[src/rtl/cpu_pkg.sv]
// Shared CPU definitions: fetch FSM states, special instruction encodings and the
// constant jump-target table (also consumed by the assembler).
package cpu_pkg;

  typedef enum logic [1:0] {
    IDLE = 2'd0,
    RUN  = 2'd1,
    HALT = 2'd2
  } fetch_state_t;

  localparam logic [8:0] HALT_INSTR = 9'h1FF;
  localparam logic [8:0] NOP_INSTR  = 9'h000;

  // Ascending range so the leftmost entry is index 0.
  localparam logic [0:15][7:0] JUMP_LUT = '{
    8'h20, 8'h30, 8'hFE, 8'h40,
    8'h80, 8'h90, 8'hA0, 8'hB0,
    8'hC0, 8'hD0, 8'hE0, 8'h10,
    8'h50, 8'h60, 8'h70, 8'hF0
  };

endpackage

[src/rtl/fetch_stage_if.sv]
// Fetch-stage bus: control inputs, instruction-memory port and IF/ID-facing outputs.
interface fetch_stage_if #(
  parameter int unsigned PC_W      = 8,
  parameter int unsigned INSTR_W   = 9,
  parameter int unsigned LUT_IDX_W = 4
);

  logic                 start;
  logic                 stall;
  logic                 branch_taken;
  logic [LUT_IDX_W-1:0] branch_idx;
  logic [INSTR_W-1:0]   imem_data;
  logic [PC_W-1:0]      imem_addr;
  logic [PC_W-1:0]      PC_out;
  logic [INSTR_W-1:0]   instr_out;
  logic                 flush_out;
  logic                 done;
  logic [15:0]          fetch_count;

  modport master (
    input  start, stall, branch_taken, branch_idx, imem_data,
    output imem_addr, PC_out, instr_out, flush_out, done, fetch_count
  );

  modport slave (
    output start, stall, branch_taken, branch_idx, imem_data,
    input  imem_addr, PC_out, instr_out, flush_out, done, fetch_count
  );

endinterface

[src/rtl/fetch_stage_pc_next.sv]
// Combinational next-PC selection: branch redirect > HALT match > stall > increment.
module pc_next
  import cpu_pkg::*;
#(
  parameter int unsigned PC_W      = 8,
  parameter int unsigned INSTR_W   = 9,
  parameter int unsigned LUT_IDX_W = 4
) (
  input  logic                 run_i,
  input  logic [PC_W-1:0]      pc_i,
  input  logic                 stall_i,
  input  logic                 branch_taken_i,
  input  logic [LUT_IDX_W-1:0] branch_idx_i,
  input  logic [INSTR_W-1:0]   instr_i,
  output logic [PC_W-1:0]      pc_d_o,
  output logic                 halt_o,
  output logic                 advance_o,
  output logic                 flush_o
);

  always_comb begin
    pc_d_o    = pc_i;
    halt_o    = 1'b0;
    advance_o = 1'b0;
    flush_o   = 1'b0;
    if (run_i) begin
      if (branch_taken_i) begin
        pc_d_o  = PC_W'(JUMP_LUT[branch_idx_i]);
        flush_o = 1'b1;
      end else if (instr_i == INSTR_W'(HALT_INSTR)) begin
        halt_o = 1'b1;
      end else if (!stall_i) begin
        pc_d_o    = pc_i + PC_W'(1);
        advance_o = 1'b1;
      end
    end
  end

endmodule

[src/rtl/fetch_stage.sv]
// Instruction-fetch stage: owns the PC, the IDLE/RUN/HALT FSM and the issue counter,
// and drives the PC/instruction pair plus flush into IF/ID.
module fetch_stage
  import cpu_pkg::*;
#(
  parameter int unsigned PC_W      = 8,
  parameter int unsigned INSTR_W   = 9,
  parameter int unsigned LUT_IDX_W = 4
) (
  input  logic          CLK,
  input  logic          reset,
  fetch_stage_if.master bus
);

  fetch_state_t state_q, state_d;
  logic [PC_W-1:0] pc_q, pc_d;
  logic [15:0]     cnt_q, cnt_d;

  logic            run;
  logic [PC_W-1:0] pc_sel;
  logic            halt_hit;
  logic            advance;
  logic            flush;

  assign run = (state_q == RUN);

  pc_next #(
    .PC_W      (PC_W),
    .INSTR_W   (INSTR_W),
    .LUT_IDX_W (LUT_IDX_W)
  ) u_pc_next (
    .run_i          (run),
    .pc_i           (pc_q),
    .stall_i        (bus.stall),
    .branch_taken_i (bus.branch_taken),
    .branch_idx_i   (bus.branch_idx),
    .instr_i        (bus.imem_data),
    .pc_d_o         (pc_sel),
    .halt_o         (halt_hit),
    .advance_o      (advance),
    .flush_o        (flush)
  );

  always_ff @(posedge CLK or posedge reset) begin
    if (reset) begin
      state_q <= IDLE;
      pc_q    <= '0;
      cnt_q   <= '0;
    end else begin
      state_q <= state_d;
      pc_q    <= pc_d;
      cnt_q   <= cnt_d;
    end
  end

  always_comb begin
    state_d = state_q;
    pc_d    = pc_q;
    cnt_d   = cnt_q;
    unique case (state_q)
      IDLE: begin
        pc_d = '0;
        if (bus.start) begin
          state_d = RUN;
          cnt_d   = '0;
        end
      end
      RUN: begin
        pc_d = pc_sel;
        if (halt_hit) begin
          state_d = HALT;
        end
        if (advance && (cnt_q != '1)) begin
          cnt_d = cnt_q + 16'd1;
        end
      end
      HALT: begin
        state_d = HALT;
      end
      default: begin
        state_d = IDLE;
        pc_d    = '0;
      end
    endcase
  end

  assign bus.imem_addr   = pc_q;
  assign bus.PC_out      = pc_q;
  assign bus.instr_out   = run ? bus.imem_data : INSTR_W'(NOP_INSTR);
  assign bus.flush_out   = flush;
  assign bus.done        = (state_q == HALT);
  assign bus.fetch_count = cnt_q;

endmodule

[src/flat_wrapper.sv]
// flat-port wrapper written by rule: the top's interface ports become plain ports
module fetch_stage_flat import cpu_pkg::*;
#(
  parameter int unsigned PC_W      = 8,
  parameter int unsigned INSTR_W   = 9,
  parameter int unsigned LUT_IDX_W = 4
)
  (CLK, reset, bus_start, bus_stall, bus_branch_taken, bus_branch_idx, bus_imem_data, bus_imem_addr, bus_PC_out, bus_instr_out, bus_flush_out, bus_done, bus_fetch_count);
  fetch_stage_if #(.PC_W(PC_W), .INSTR_W(INSTR_W), .LUT_IDX_W(LUT_IDX_W)) bus_i ();
  input  logic CLK;
  input  logic reset;
  input wire logic [$bits(bus_i.start)-1:0] bus_start;
  input wire logic [$bits(bus_i.stall)-1:0] bus_stall;
  input wire logic [$bits(bus_i.branch_taken)-1:0] bus_branch_taken;
  input wire logic [$bits(bus_i.branch_idx)-1:0] bus_branch_idx;
  input wire logic [$bits(bus_i.imem_data)-1:0] bus_imem_data;
  output wire logic [$bits(bus_i.imem_addr)-1:0] bus_imem_addr;
  output wire logic [$bits(bus_i.PC_out)-1:0] bus_PC_out;
  output wire logic [$bits(bus_i.instr_out)-1:0] bus_instr_out;
  output wire logic [$bits(bus_i.flush_out)-1:0] bus_flush_out;
  output wire logic [$bits(bus_i.done)-1:0] bus_done;
  output wire logic [$bits(bus_i.fetch_count)-1:0] bus_fetch_count;
  assign bus_i.start = bus_start;
  assign bus_i.stall = bus_stall;
  assign bus_i.branch_taken = bus_branch_taken;
  assign bus_i.branch_idx = bus_branch_idx;
  assign bus_i.imem_data = bus_imem_data;
  assign bus_imem_addr = bus_i.imem_addr;
  assign bus_PC_out = bus_i.PC_out;
  assign bus_instr_out = bus_i.instr_out;
  assign bus_flush_out = bus_i.flush_out;
  assign bus_done = bus_i.done;
  assign bus_fetch_count = bus_i.fetch_count;
  fetch_stage #(.PC_W(PC_W), .INSTR_W(INSTR_W), .LUT_IDX_W(LUT_IDX_W)) u_core (.CLK(CLK), .reset(reset), .bus(bus_i));
endmodule
[config.mk]
export PLATFORM = sky130hd
export DESIGN_NAME = fetch_stage_flat
export DESIGN_NICKNAME = d
export VERILOG_FILES = /design/src/rtl/cpu_pkg.sv /design/src/rtl/fetch_stage_if.sv /design/src/rtl/fetch_stage_pc_next.sv /design/src/rtl/fetch_stage.sv /design/src/flat_wrapper.sv
export SDC_FILE = /design/constraint.sdc
export NUM_CORES = 1
export LEC_CHECK = 0
export CORE_MARGIN = 10
export CORE_UTILIZATION = 29
export DETAILED_ROUTE_END_ITERATION = 10
export HOLD_SLACK_MARGIN = 0.05
export PLACE_DENSITY = 0.67
export SYNTH_ARGS = -nofsm -noshare
export SYNTH_HDL_FRONTEND = slang
export SYNTH_SLANG_ARGS = --single-unit
[constraint.sdc]
create_clock -name CLK -period 1.75 [get_ports CLK]
set_input_delay 0.525 -clock CLK [delete_from_list [all_inputs] [get_ports CLK]]
set_output_delay 0.525 -clock CLK [all_outputs]
set_load 0.02 [all_outputs]
==> qor_table.md <==
| Metric | Reported |
|---|---|
| Fraction of the yosys area taken by sequential cells | 33.92% |
| Synthesized-area fraction occupied by ao, oa, aoi and oai cells | 19.31% |
| Maximum fanout along the worst path | 6 |
| Cts hold-fix bufs | 0 |
| Area growth from synthesis to final layout | 79.71% |
| Worst Setup End Kind | flop |
| Summed instance area of the synthesized netlist | 1918 um^2 |
| Minimum clock period after layout | 1.976 ns |
| Number of violations reported at the end of detailed-routing iteration 0 | 89 |
| Xor/xnor cell area share of the yosys netlist | 0.4566% |
| Clk_skew | 0.001391 ns |
| Seq cells post-synth | 26 |
| Final Hold Fails | 0 |
| DRC viols | 0 |
| Data required time at the worst endpoint | 1.93 ns |
| Routed WL | 6717 um |
| Via-to-Cell Ratio | 5.198 |
| All-Layer GR Usage | 11.83% |
| Area share of and/or/nand/nor cells after synthesis | 30.72% |
| Place WS | -0.6579 ns |
| Count of antenna diodes in the layout | 0 |
| Layout cells sized above 1 | 41.11% |
| Start point of the critical path | u_core.state_q[0] |
| Cell count after synthesis | 233 |
| Setup repair after global routing missed its margin | yes |
| Syn nets | 260 |
| Async set-reset flop share out of synthesis | 100.0% |
| Share of the clock period used by the worst path | 112.9% |
| Initial antenna violation count | 0 |
| Die width | 101.3 um |
| Worst-Margin Slew | 0.3502 ns |
| Die Outline Area | 10270 um^2 |
| Clock latency at the later pin of the worst-skew pair | 0.27 ns |
| Worst Hold End | u_core.bus.PC_out[0] |
| Number of failing setup endpoints in the final timing report | 33 |
| Clock tree root driver cell | sky130_fd_sc_hd__clkbuf_8 |
| Synth area leaders | sky130_fd_sc_hd__dfrtp_1 34%, sky130_fd_sc_hd__ha_1 5.9%, sky130_fd_sc_hd__nand2_1 5.5% |
| Status | finished, violations left |
| Relative slew margins | 76.65% |
| Cell count after placement | 396 |
| Placeable core region | 6386 um^2 |
| Largest net degree at the start of global routing | 27 |
| Clock tree from TritonCTS | done |
| Mean instance size in the synthesized netlist | 8.232 um^2 |
| Worst reg2reg path startpoint | u_core.state_q[0] |
| Maximum clock insertion buffer count | 2 |
| CTS sink cnt | 26 |
| Final critical-path setup slack | -0.2264 ns |
| Leakage power | 1.653 nW |
| Port Buf Inserts | 60 |
| Startpoint types | flop |
| Number of search-and-repair iterations in the first detailed-routing pass | 4 |
| Effective utilization at floorplan | 30.04% |
| Capture instance of the worst register-to-register path | u_core.bus.PC_out[4] |
| Data arrival time of the critical path | 2.16 ns |
| Number of H-tree levels | 1 |
| Clock-pin transition on the worst setup and hold timing paths | 0.09 ns |
| Non-filler instance count after layout | 420 |
| Layout net count | 371 |
| Launch instance of the worst min-delay path | u_core.bus.PC_out[0] |
| Antenna viol nets, final | 0 |
| Power density normalized to cell area | 1096 nW/um^2 |
| Cell type with the largest total area after synthesis | sky130_fd_sc_hd__dfrtp_1 |
| Clock buffers created by TritonCTS | 3 |
| Chip height | 101.3 um |
| Combinational family with the most area after synthesis | simple AND/OR/NAND/NOR gates |
| Crit Path Class | flop to flop |
| Netlist cell types | 43 |
| Mux share of post-synthesis cell area | 1.566% |
| Synthesized-area fraction occupied by adder cells | 5.871% |
| Hold Path Stages | 1 |
| Global placer's final weighted congestion | 0.7793 |
| Yosys warnings | 0 |
| Primary flip-flop cell chosen by synthesis mapping | sky130_fd_sc_hd__dfrtp_1 |
| Total overflow reported by the global router | 0 |
| Worst min-delay path class | flop to flop |
| Fmax achieved | 506.0 MHz |
| Vias | 2183 |
| Number of global-route vias before repair | 2099 |
| Placement row count | 29 |
| Fill cell count | 577 |
| Mean routed wirelength per cell | 15.99 um |
| Violations in the final reports | setup timing |
| Count of pins on the block boundary | 61 |
| Worst reg2reg path depth | 9 |
| DP Wirelength | 4584 um |
| Largest vdd supply drop | 696.8 uV |
| Total of max-cap violations | 0 |
| Setup slack of the most critical reg-to-reg path | -0.23 ns |
| Count of pins over their slew limit | 0 |
| Post-synth top area share | 33.92% |
| Global-route wire length before repair | 10150 um |
| Number of enable flip-flop cells after synthesis | 0 |
[power breakdown]
part | leakage (nW) | switching [W] | internal [W] | total, W
clock network | 0.0288 | 0.000201 | 0.000202 | 0.000403
registers | 0.347 | 0.000114 | 0.000685 | 0.000799
logic | 1.28 | 0.00128 | 0.00130 | 0.00258
[what timing repair did]
action                                  CTS  global route
endpoints found under the setup margin   69            35
resized for setup                       152            43
pin swaps                                20            15
setup buffers                             6            14
cloned                                    0             1
[routing by layer]
layer | global-route usage [%] | part of all wire (%)
met5 | 0 | 0
met4 | 4.287 | 2.3
met3 | 3.131 | 5.7
met2 | 20.02 | 51
met1 | 14.02 | 41
[Yosys cell counts (5+ instances only)]
library cell and count:
sky130_fd_sc_hd__nand3_1 10, sky130_fd_sc_hd__a21oi_1 13, sky130_fd_sc_hd__and3_1 6, sky130_fd_sc_hd__nand4_1 6
sky130_fd_sc_hd__ha_1 9, sky130_fd_sc_hd__and2_1 10, sky130_fd_sc_hd__o22a_1 5, sky130_fd_sc_hd__o21ai_0 19
sky130_fd_sc_hd__nor2_1 13, sky130_fd_sc_hd__nand2b_1 5, sky130_fd_sc_hd__buf_2 5, sky130_fd_sc_hd__inv_1 13
sky130_fd_sc_hd__or4_1 7, sky130_fd_sc_hd__or3_1 5, sky130_fd_sc_hd__dfrtp_1 26, sky130_fd_sc_hd__buf_4 9
sky130_fd_sc_hd__nand2_1 28, sky130_fd_sc_hd__or2_2 5
[state kept, by name (all words and copies together), names as in the netlist]
| signal | cells |
|---|---|
| u_core.state_q | 2 |
| u_core.bus.fetch_count | 16 |
| u_core.bus.PC_out | 8 |
[per-stage QoR]
step	power [W]	hold WS, ns	setup TNS, ns	area, um^2	util, %
6_report	0.003777	0.5569	-3.462	3447	53.98
5_1_grt	0.003981	0.5794	-5.853	3447	53.98
4_1_cts	0.003207	0.5688	-2.332	3152	49.35
3_5_place_dp	0.002566	0.5557	-19.35	2882	45.12
3_3_place_gp	0.002530	0.5435	-18.13	2882	45.12
2_1_floorplan	0.001772	0.5187	-0.2394	1956	-
[layout by cell type (no fill, tap or decap), types with 6 or more instances in the layout]
cell type,synthesis,final
sky130_fd_sc_hd__nand4_1,6,6
sky130_fd_sc_hd__nand3_1,10,8
sky130_fd_sc_hd__buf_4,9,51
sky130_fd_sc_hd__o21ai_0,19,14
sky130_fd_sc_hd__buf_6,0,20
sky130_fd_sc_hd__inv_1,13,10
sky130_fd_sc_hd__nand2_1,28,25
sky130_fd_sc_hd__a21oi_1,13,9
sky130_fd_sc_hd__and2_1,10,6
sky130_fd_sc_hd__dlygate4sd2_1,0,40
sky130_fd_sc_hd__nor2_1,13,11
sky130_fd_sc_hd__dfrtp_1,26,20
sky130_fd_sc_hd__dfrtp_2,0,6
[area by class of cell]
cell class | instances | area, um^2 | share of cell area (%)
multi-input cells | 176 | 1466 | 42.54
repair buffers | 123 | 1109 | 32.16
inverters | 14 | 62.56 | 1.815
well taps | 77 | 96.34 | 2.795
flip-flops and latches | 26 | 658.1 | 19.09
clock buffers | 4 | 55.05 | 1.597
[cell families after synthesis]
family | count (synthesis)
muxes | 3
adders and majority gates | 9
DFF | 26
buffers and inverters | 31
and+or+nand+nor | 107
xor gates and xnor gates | 1
AOI/OAI and AO/OA | 56
[critical path, cell delays in order (launching register included)]
cell and delay, ns:
sky130_fd_sc_hd__dfrtp_1 0.43, sky130_fd_sc_hd__ha_4 0.19, sky130_fd_sc_hd__buf_4 0.13, sky130_fd_sc_hd__buf_8 0.13, sky130_fd_sc_hd__inv_8 0.06, sky130_fd_sc_hd__nor2_4 0.04
sky130_fd_sc_hd__a21o_4 0.21, sky130_fd_sc_hd__buf_12 0.13, sky130_fd_sc_hd__or4_4 0.47, sky130_fd_sc_hd__o311ai_2 0.09
[worst max path at each step]
stage / cells past startpoint / to
2_1_floorplan: 8 / u_core.bus.fetch_count[5]
3_3_place_gp: 4 / bus_flush_out
3_5_place_dp: 6 / u_core.bus.fetch_count[5]
4_1_cts: 7 / u_core.bus.fetch_count[5]
5_1_grt: 7 / u_core.bus.fetch_count[5]
6_report: 9 / u_core.bus.PC_out[4]
(Power assumes the default switching activity.)
